File: src/rtl/branch_predictor_pkg.sv
// Shared types and helpers for the IF-stage BTB branch predictor.
// The BTB entry layout, 2-bit counter encoding and PC index/tag extraction live here.
package bp_pkg;

  localparam int TAG_W = 8;

  typedef enum logic [1:0] {
    SNT = 2'b00,
    WNT = 2'b01,
    WT  = 2'b10,
    ST  = 2'b11
  } ctr_e;

  localparam ctr_e CTR_RESET = WNT;
  localparam ctr_e CTR_ALLOC = WT;

  typedef logic [TAG_W-1:0] tag_t;

  typedef struct packed {
    logic        valid;
    tag_t        tag;
    logic [63:0] target;
    ctr_e        ctr;
  } entry_t;

  // Word-aligned index: pc[1:0] never reaches the table.
  function automatic logic [63:0] pc_index(input logic [63:0] pc, input int unsigned index_w);
    return (pc >> 2) & ((64'd1 << index_w) - 64'd1);
  endfunction

  function automatic tag_t pc_tag(input logic [63:0] pc, input int unsigned index_w);
    return tag_t'(pc >> (index_w + 2));
  endfunction

endpackage

File: src/rtl/branch_predictor_if.sv
// Fetch lookup, EXE training and performance-counter signals of the branch predictor.
// The core side is the master; the predictor is the slave.
interface branch_predictor_if;

  logic [63:0] pc_if;
  logic        jump_if;
  logic [63:0] pc_target_if;

  logic        upd_valid_exe;
  logic [63:0] pc_exe;
  logic        taken_exe;
  logic [63:0] target_exe;
  logic        mispredict_exe;

  logic [31:0] br_cnt;
  logic [31:0] mispred_cnt;

  modport master (
    output pc_if, upd_valid_exe, pc_exe, taken_exe, target_exe, mispredict_exe,
    input  jump_if, pc_target_if, br_cnt, mispred_cnt
  );

  modport slave (
    input  pc_if, upd_valid_exe, pc_exe, taken_exe, target_exe, mispredict_exe,
    output jump_if, pc_target_if, br_cnt, mispred_cnt
  );

endinterface

File: src/rtl/branch_predictor_sat_counter2.sv
// Next-state logic for a 2-bit saturating direction counter (SNT..ST).
module sat_counter2
  import bp_pkg::*;
(
  input  ctr_e ctr,
  input  logic taken,
  output ctr_e ctr_next
);

  // NOTE: every always_comb output gets a default first so no path can infer a latch.
  always_comb begin
    ctr_next = ctr;
    unique case (ctr)
      SNT: ctr_next = taken ? WNT : SNT;
      WNT: ctr_next = taken ? WT  : SNT;
      WT:  ctr_next = taken ? ST  : WNT;
      ST:  ctr_next = taken ? ST  : WT;
      default: ctr_next = ctr;
    endcase
  end

endmodule

File: src/rtl/branch_predictor.sv
// Direct-mapped BTB with per-entry 2-bit counters: zero-latency lookup for fetch,
// training from resolved EXE outcomes, plus branch and misprediction counters.
module branch_predictor
  import bp_pkg::*;
#(
  parameter int ENTRIES = 16
) (
  input  logic                clk,
  input  logic                rstn,
  branch_predictor_if.slave   bp
);

  localparam int INDEX_W = $clog2(ENTRIES);

  logic [ENTRIES-1:0] valid_q;
  ctr_e               ctr_q    [ENTRIES];
  tag_t               tag_q    [ENTRIES];
  logic [63:0]        target_q [ENTRIES];
  logic [31:0]        br_cnt_q;
  logic [31:0]        mispred_cnt_q;

  // Lookup path: reads pre-update contents, no bypass from a same-cycle write.
  logic [INDEX_W-1:0] lk_idx;
  tag_t               lk_tag;
  entry_t             lk_entry;
  logic               lk_hit;

  assign lk_idx   = INDEX_W'(pc_index(bp.pc_if, INDEX_W));
  assign lk_tag   = pc_tag(bp.pc_if, INDEX_W);
  assign lk_entry = '{valid:  valid_q[lk_idx],
                      tag:    tag_q[lk_idx],
                      target: target_q[lk_idx],
                      ctr:    ctr_q[lk_idx]};
  assign lk_hit   = lk_entry.valid && (lk_entry.tag == lk_tag);

  assign bp.jump_if      = lk_hit && (lk_entry.ctr inside {WT, ST});
  assign bp.pc_target_if = lk_hit ? lk_entry.target : 64'h0;

  // Update path.
  logic [INDEX_W-1:0] upd_idx;
  tag_t               upd_tag;
  logic               upd_hit;
  ctr_e               ctr_next;

  assign upd_idx = INDEX_W'(pc_index(bp.pc_exe, INDEX_W));
  assign upd_tag = pc_tag(bp.pc_exe, INDEX_W);
  assign upd_hit = valid_q[upd_idx] && (tag_q[upd_idx] == upd_tag);

  sat_counter2 u_sat_counter2 (
    .ctr      (ctr_q[upd_idx]),
    .taken    (bp.taken_exe),
    .ctr_next (ctr_next)
  );

  // NOTE: state uses non-blocking assignments so every flop samples pre-edge values.
  always_ff @(posedge clk or negedge rstn) begin
    if (!rstn) begin
      valid_q       <= '0;
      br_cnt_q      <= '0;
      mispred_cnt_q <= '0;
      for (int i = 0; i < ENTRIES; i++) ctr_q[i] <= CTR_RESET;
    end else if (bp.upd_valid_exe) begin
      br_cnt_q <= br_cnt_q + 32'd1;
      if (bp.mispredict_exe) mispred_cnt_q <= mispred_cnt_q + 32'd1;
      if (upd_hit) begin
        ctr_q[upd_idx] <= ctr_next;
      end else if (bp.taken_exe) begin
        valid_q[upd_idx] <= 1'b1;
        ctr_q[upd_idx]   <= CTR_ALLOC;
      end
    end
  end

  // NOTE: tag/target storage is not reset; valid_q masks it, so it can stay plain RAM.
  always_ff @(posedge clk) begin
    if (rstn && bp.upd_valid_exe && bp.taken_exe) begin
      tag_q[upd_idx]    <= upd_tag;
      target_q[upd_idx] <= bp.target_exe;
    end
  end

  assign bp.br_cnt      = br_cnt_q;
  assign bp.mispred_cnt = mispred_cnt_q;

endmodule

File: src/flat_wrapper.sv
// flat-port wrapper written by rule: the top's interface ports become plain ports
module branch_predictor_flat import bp_pkg::*;
#(
  parameter int ENTRIES = 16
)
  (clk, rstn, bp_pc_if, bp_upd_valid_exe, bp_pc_exe, bp_taken_exe, bp_target_exe, bp_mispredict_exe, bp_jump_if, bp_pc_target_if, bp_br_cnt, bp_mispred_cnt);
  branch_predictor_if bp_i ();
  input  logic clk;
  input  logic rstn;
  input wire logic [$bits(bp_i.pc_if)-1:0] bp_pc_if;
  input wire logic [$bits(bp_i.upd_valid_exe)-1:0] bp_upd_valid_exe;
  input wire logic [$bits(bp_i.pc_exe)-1:0] bp_pc_exe;
  input wire logic [$bits(bp_i.taken_exe)-1:0] bp_taken_exe;
  input wire logic [$bits(bp_i.target_exe)-1:0] bp_target_exe;
  input wire logic [$bits(bp_i.mispredict_exe)-1:0] bp_mispredict_exe;
  output wire logic [$bits(bp_i.jump_if)-1:0] bp_jump_if;
  output wire logic [$bits(bp_i.pc_target_if)-1:0] bp_pc_target_if;
  output wire logic [$bits(bp_i.br_cnt)-1:0] bp_br_cnt;
  output wire logic [$bits(bp_i.mispred_cnt)-1:0] bp_mispred_cnt;
  assign bp_i.pc_if = bp_pc_if;
  assign bp_i.upd_valid_exe = bp_upd_valid_exe;
  assign bp_i.pc_exe = bp_pc_exe;
  assign bp_i.taken_exe = bp_taken_exe;
  assign bp_i.target_exe = bp_target_exe;
  assign bp_i.mispredict_exe = bp_mispredict_exe;
  assign bp_jump_if = bp_i.jump_if;
  assign bp_pc_target_if = bp_i.pc_target_if;
  assign bp_br_cnt = bp_i.br_cnt;
  assign bp_mispred_cnt = bp_i.mispred_cnt;
  branch_predictor #(.ENTRIES(ENTRIES)) u_core (.clk(clk), .rstn(rstn), .bp(bp_i));
endmodule
File: config.mk
export PLATFORM = sky130hd
export DESIGN_NAME = branch_predictor_flat
export DESIGN_NICKNAME = d
export VERILOG_FILES = /design/src/rtl/branch_predictor_pkg.sv /design/src/rtl/branch_predictor_if.sv /design/src/rtl/branch_predictor_sat_counter2.sv /design/src/rtl/branch_predictor.sv /design/src/flat_wrapper.sv
export SDC_FILE = /design/constraint.sdc
export NUM_CORES = 1
export LEC_CHECK = 0
export ABC_AREA = 0
export ABC_CLOCK_PERIOD_IN_PS = 5300
export CORE_ASPECT_RATIO = 1.25
export CORE_MARGIN = 1.5
export CORE_UTILIZATION = 30
export DETAILED_ROUTE_END_ITERATION = 6
export SLEW_MARGIN = 30
export SYNTH_ARGS = -nofsm -noshare
export SYNTH_HDL_FRONTEND = slang
export SYNTH_SLANG_ARGS = --single-unit
File: constraint.sdc
create_clock -name clk -period 5.3 [get_ports clk]
set_input_delay 1.06 -clock clk [delete_from_list [all_inputs] [get_ports clk]]
set_output_delay 1.06 -clock clk [all_outputs]
set_load 0.01 [all_outputs]
==> results.json, run 1 <==
{
  "reg2reg_slack_ps": 2590,
  "cts_sinks": 1264,
  "slew_headroom": 0.3383,
  "place_hpwl_um": 66480,
  "synth-seq-cells": 1264,
  "dieArea_mm2": 0.1724,
  "cts_tree": "built",
  "drt-vias-per-instance": 5.007,
  "clock-skew-final_ps": 45.65,
  "crit_required_ps": 4240,
  "dr.pass1.iters": 5,
  "tns_ps": 0,
  "met3_length_um": 7504,
  "grt_max_degree": 96,
  "cp-end-kind": "output port",
  "netlist_area_mm2": 0.05098,
  "ir_worst_vdd_mv": 0.2672,
  "groute.usage.overall": 0.1431,
  "grt_pass1_wl_um": 180400,
  "synth-async-reset-ratio": 0.08861,
  "final_common_cell": "edfxtp_1",
  "cts_hold_buf": 0,
  "syn_to_final_growth_pct": 19.49,
  "num_vias": 24850,
  "max_freq_mhz": 190.2,
  "tightest_slew_ps": 992.6,
  "antenna_found_initial": 30,
  "cp-startpoint": "bp_pc_if[2]",
  "final_cell_mix": "1152 x edfxtp_1, 391 x mux4_2, 203 x clkdlybuf4s50_1",
  "route.top_layer_used": "met5",
  "synth_edf_count": 1152,
  "synth_flop_cell": "edfxtp_1",
  "finalSetupViolCount": 0,
  "rows": 168,
  "start_kind": "input port",
  "finalPower_mw": 21.73,
  "worstSkewPairLatency_ps": 780,
  "synth_top_cell_area_share": 0.6786,
  "drv_cap": 0,
  "rr_worst_depth": 9,
  "post_cts.repair.setup_buffers": 0,
  "synth_area_leader_cell": "edfxtp_1",
  "route.met2.wl_um": 58310,
  "dp_cells": 4721,
  "drive_gt1_frac": 0.2750,
  "start_util": 0.3031,
  "synth_area_leaders": "edfxtp_1 68%, mux4_2 17%, dfrtp_1 4.7%",
  "syn_nets": 2541,
  "yosysSeqAreaShare": 0.7340,
  "syn_inst": 2342,
  "clkTransAtPathRegs_ps": 50,
  "first_global_vias": 25850,
  "finalHoldViolations": 0,
  "r2r-end": "u_core.valid_q[10]",
  "fin_crit_sh": 0.9918,
  "routedWlPerCell_um": 25.03,
  "postRouteAntennaNets": 0,
  "yosysWarnings": 0,
  "drc": 0,
  "cp-endpoint": "bp_pc_target_if[14]",
  "hold_class": "input port to asynchronous set/reset pin",
  "fin_crit_ps": 5257,
  "finalWirelength_um": 124300,
  "drtIter0Drc": 2218,
  "power_density_mw_per_mm2": 356.7,
  "cts_buffer_depth": 3,
  "reg2reg_from": "u_core.tag_q[15][1]",
  "port_buffers": 221,
  "numCtsBuffers": 136,
  "finalNonFillerCells": 4964,
  "netlist-cell-type-count": 53,
  "rsz0062_at_grt": "true",
  "die_x_um": 371.7,
  "crit_arrival_ps": 4200,
  "status": "finished, final reports clean",
  "root_buffer": "clkbuf_16",
  "globalRouteOverflowTotal": 0,
  "die_h_um": 463.9,
  "h-tree-depth": 4,
  "leakage_nw": 19.39,
  "fin_nets": 2851,
  "syn_area_per_cell_um2": 21.77,
  "gp_congestion": 0.7856,
  "core_mm2": 0.1682,
  "critical_path_peak_fanout": 19,
  "ios": 326,
  "wl_met1_um": 55410,
  "slew_viol_final": 0,
  "final_core_util": 0.3622,
  "path_class": "input port to output port"
}
-- area by class of cell --
type | count | area (µm²)
repair buffers | 304 | 3328
clock inverters | 68 | 729.5
multi-input cells | 939 | 13030
fillers | 15410 | 107200
clock buffers | 171 | 3618
inverters | 7 | 26.28
well taps | 2210 | 2765
diodes | 1 | 2.502
flip-flops and latches | 1264 | 37420
-- sequential cells by signal, indices dropped and copies added, names as in the netlist --
register,count
u_core.tag_q,128
u_core.target_q,1024
u_core.ctr_q,32
u_core.bp.mispred_cnt,32
u_core.valid_q,16
u_core.bp.br_cnt,32
-- layer usage --
metal,up-vias,global-route usage
met5,-,0
met3,208,0.03029
met4,34,0.04373
met1,13350,0.2013
li1,10480,-
met2,788,0.2216
-- worst max-delay path: stages --
cell and delay (ps):
buf_12 170, mux4_1 580, mux4_2 520, xor2_1 180, nor4_2 270, buf_4 160
nand3_4 70, buf_12 210, buf_16 220, nor2b_2 120, clkdlybuf4s50_1 540
-- power by group --
| group | internal, mW | total (mW) | switching (mW) |
|---|---|---|---|
| logic | 0.674 | 1.38 | 0.701 |
| registers | 11.0 | 11.2 | 0.112 |
| clock network | 5.24 | 9.19 | 3.95 |
-- synth_stat cells (all sizes together) (9+ instances only) --
| library cell | n |
|---|---|
| a22oi | 10 |
| dfstp | 16 |
| nor4 | 27 |
| dfrtp | 96 |
| and3 | 21 |
| xor2 | 26 |
| o21bai | 14 |
| mux4 | 401 |
| buf | 73 |
| xnor2 | 52 |
| o311ai | 14 |
| nand2b | 9 |
| o21ai | 18 |
| nor2b | 72 |
| nor3 | 11 |
| edfxtp | 1152 |
| nor2 | 36 |
| nand2 | 53 |
| nand4 | 16 |
| mux2i | 43 |
| a21oi | 26 |
| clkbuf | 59 |
| nand3 | 53 |
-- metrics by stage --
| stage | cell area, µm² | worst slack [ps] | hold WS, ps |
|---|---|---|---|
| 2_1_floorplan | 51030 | -2167 | 451.4 |
| 3_3_place_gp | 56460 | -18.05 | 460.4 |
| 3_5_place_dp | 56460 | -46.05 | 468.2 |
| 4_1_cts | 60820 | -9.189 | 446.1 |
| 5_1_grt | 60910 | -20.89 | 503.6 |
| 6_report | 60910 | 43.31 | 469.5 |
-- cell families after synthesis --
kind of cell               count (synthesis)  share of synthesized area
DFF                                     1264                     0.7340
muxes                                    446                     0.1868
and+or+nand+nor                          316                    0.03925
buffers and inverters                    139                    0.01357
AOI/OAI and AO/OA                         96                    0.01235
xor gates and xnor gates                  78                    0.01340
adders and majority gates                  3                  0.0006872
-- timing repair --
item | CTS | global route
cloned | 0 | 2
hold endpoints to repair | 0 | 0
gates resized for setup | 1 | 10
setup endpoints to repair | 32 | 54
-- worst min-delay path by stage --
stage                                    from                        end  slack [ps]  depth (start not counted)
global route        u_core.bp.mispred_cnt[31]  u_core.bp.mispred_cnt[31]         500                          1
finish                                   rstn  u_core.bp.mispred_cnt[23]         470                          2
global placement    u_core.bp.mispred_cnt[31]  u_core.bp.mispred_cnt[31]         460                          1
detailed placement       u_core.bp.br_cnt[31]       u_core.bp.br_cnt[31]         470                          1
floorplan                  u_core.valid_q[11]         u_core.valid_q[11]         450                          1
CTS                                      rstn  u_core.bp.mispred_cnt[24]         450                          2
Power figures use the tool's default switching activity.
==> run 2, diff against run 1 <==
GPL_ROUTABILITY_DRIVEN = 0   (was not set)
==> results of run 2 <==
Final layout, timing and power as in run 1 (identical DEF).
==> run 3, diff against run 2 <==
ABC_CLOCK_PERIOD_IN_PS = 6800   (was 5300)
clock period = 6.8 ns   (was 5.3 ns; I/O delays follow)
==> run 3 against run 2 <==
  * Total power down 23%
  * Via count shrank 0.10%
  * Routed wire length rose by 0.48%
  * Utilization decreased by 0.26 points
  * Combinational power is 25% lower
  * Die area unchanged
  * Clock power is 23% lower
  * Critical path depth did not move
  * Largest cell class unchanged
==> results.json, run 3 (same netlist as run 1, synthesis figures left out) <==
{
  "r2r-end": "u_core.ctr_q[26]",
  "tns_ps": 0,
  "slew_viol_final": 0,
  "die_h_um": 463.9,
  "worstSkewPairLatency_ps": 760,
  "routedWlPerCell_um": 25.21,
  "ios": 326,
  "hold_class": "flop to flop",
  "rsz0062_at_grt": "false",
  "status": "finished, final reports clean",
  "crit_chain": "buf_8 > buf_12 > mux4_2 > mux2i_1 > mux2i_1 > xor2_1 > nor4_2 > nand3_4 > buf_12 > nor2b_2 > clkdlybuf4s50_1",
  "fin_nets": 2835,
  "syn_to_final_growth_pct": 18.65,
  "root_buffer": "clkbuf_16",
  "num_vias": 24830,
  "rows": 168,
  "crit_arrival_ps": 4890,
  "critPathTopFamily": "buffers and inverters",
  "design_area_mm2": 0.06049,
  "drv_cap": 0,
  "place_area_mm2": 0.05624,
  "gr-usage-met2": 0.2269,
  "leakage_nw": 19.04,
  "drtIter0Drc": 2488,
  "crit_cells": 11,
  "groute.usage.overall": 0.1442,
  "clock-skew-final_ps": 32.49,
  "cp_num_buf_inv": 4,
  "start_kind": "input port",
  "cp-endpoint": "bp_pc_target_if[42]",
  "drc": 0,
  "reg2reg_slack_ps": 3380,
  "power.switching_mw": 3.581,
  "critical_path_peak_fanout": 36,
  "finalNonFillerCells": 4952,
  "max_flop_register": "u_core.target_q",
  "cts_sinks": 1264,
  "largestRegisters": "u_core.target_q x1024, u_core.tag_q x128",
  "core_mm2": 0.1682,
  "post_cts.repair.setup_buffers": 0,
  "cts_hold_buf": 0,
  "hold_path.startpoint": "u_core.bp.mispred_cnt[31]",
  "drt-vias-per-instance": 5.014,
  "pwr-share-comb": 0.062,
  "pwr-share-clk": 0.420,
  "grt_pass1_wl_um": 181000,
  "power_density_mw_per_mm2": 277.6,
  "first_global_vias": 25860,
  "final_common_cell": "edfxtp_1",
  "crit_required_ps": 5440,
  "start_util": 0.3031,
  "postRouteAntennaNets": 0,
  "path_class": "input port to output port",
  "dp_cells": 4708,
  "fin_crit_sh": 0.9184,
  "cpPeakStageDelay_ps": 580,
  "grt_util_met3": 0.03124,
  "globalRouteOverflowTotal": 0,
  "final_cell_mix": "1152 x edfxtp_1, 391 x mux4_2, 212 x clkdlybuf4s50_1",
  "dr.pass1.iters": 6,
  "cpMaxStageDelayCell": "clkdlybuf4s50_1",
  "busiest_layer": "met2",
  "tightest_slew_ps": 1012,
  "fin_crit_ps": 6245,
  "clkTransAtPathRegs_ps": 50,
  "die_x_um": 371.7,
  "drive_gt1_frac": 0.2680,
  "numCtsBuffers": 135,
  "h-tree-depth": 4,
  "p_int_mw": 13.21,
  "largest_register_ffs": 1024,
  "rr_worst_depth": 8,
  "cts_buffer_depth": 3,
  "port_buffers": 221,
  "ir_worst_vdd_mv": 0.2054,
  "reg2reg_from": "u_core.tag_q[12][5]",
  "switching_share": 0.2133,
  "cp-end-kind": "output port",
  "cp-startpoint": "bp_pc_if[2]",
  "antenna_found_initial": 16,
  "use_met1": 0.1995,
  "dieArea_mm2": 0.1724,
  "slew_headroom": 0.3256,
  "postCtsResizedCells": 0,
  "place_hpwl_um": 65770,
  "pwr-share-seq": 0.518,
  "max_freq_mhz": 160.1,
  "cts_tree": "built",
  "finalSetupViolCount": 0,
  "finalHoldViolations": 0,
  "finalWirelength_um": 124900,
  "grt_max_degree": 118
}
## run 3: cell count changes in the layout (fill, tap and decap cells not counted), moves of 4 or more
cell,previous run,this run
buf_12,34,27
buf_4,47,43
clkbuf_8,3,7
clkdlybuf4s50_1,203,212
clkinv_1,25,31
clkinv_16,6,0
clkinv_2,17,11
diode_2,1,7
dlymetal6s2s_1,8,0
## run 3: stage by stage
stage / power, mW / utilization / worst slack (ps) / hold slack, ps
2_1_floorplan: 9.460 / - / -2897 / 451.4
3_3_place_gp: 9.896 / 0.3344 / 526.3 / 460.9
3_5_place_dp: 9.913 / 0.3344 / 557.1 / 464.4
4_1_cts: 16.98 / 0.3594 / 534.5 / 472.1
5_1_grt: 17.35 / 0.3596 / 452.3 / 495.7
6_report: 16.79 / 0.3597 / 554.6 / 467.1
## run 3: power groups by stage
| stage | logic (mW) | registers, mW | clock network (mW) |
|---|---|---|---|
| global route | 1.12 | 8.71 | 7.51 |
| finish | 1.04 | 8.70 | 7.05 |
| floorplan | 0.606 | 8.85 | 0 |
| CTS | 1.06 | 8.70 | 7.23 |
| global placement | 1.05 | 8.85 | 0 |
| detailed placement | 1.06 | 8.86 | 0 |
## run 3: layout make-up
class	count	area, µm²
fillers	15500	107700
multi-input cells	939	13000
well taps	2210	2765
inverters	7	26.28
clock buffers	173	3645
clock inverters	63	564.3
repair buffers	289	3055
flip-flops and latches	1264	37420
diodes	7	17.52
## run 3: layer usage
metal	vias up	part of all wire
met2	814	0.48
li1	10440	-
met5	-	0.0012
met4	22	0.020
met1	13370	0.44
met3	188	0.062
## run 3: worst min-delay path by stage
stage          slack, ps  cells after the start                         to
3_5_place_dp         460                      1  u_core.bp.mispred_cnt[31]
5_1_grt              500                      1  u_core.bp.mispred_cnt[31]
2_1_floorplan        450                      1         u_core.valid_q[11]
4_1_cts              470                      1  u_core.bp.mispred_cnt[31]
6_report             470                      1  u_core.bp.mispred_cnt[31]
3_3_place_gp         460                      1  u_core.bp.mispred_cnt[31]
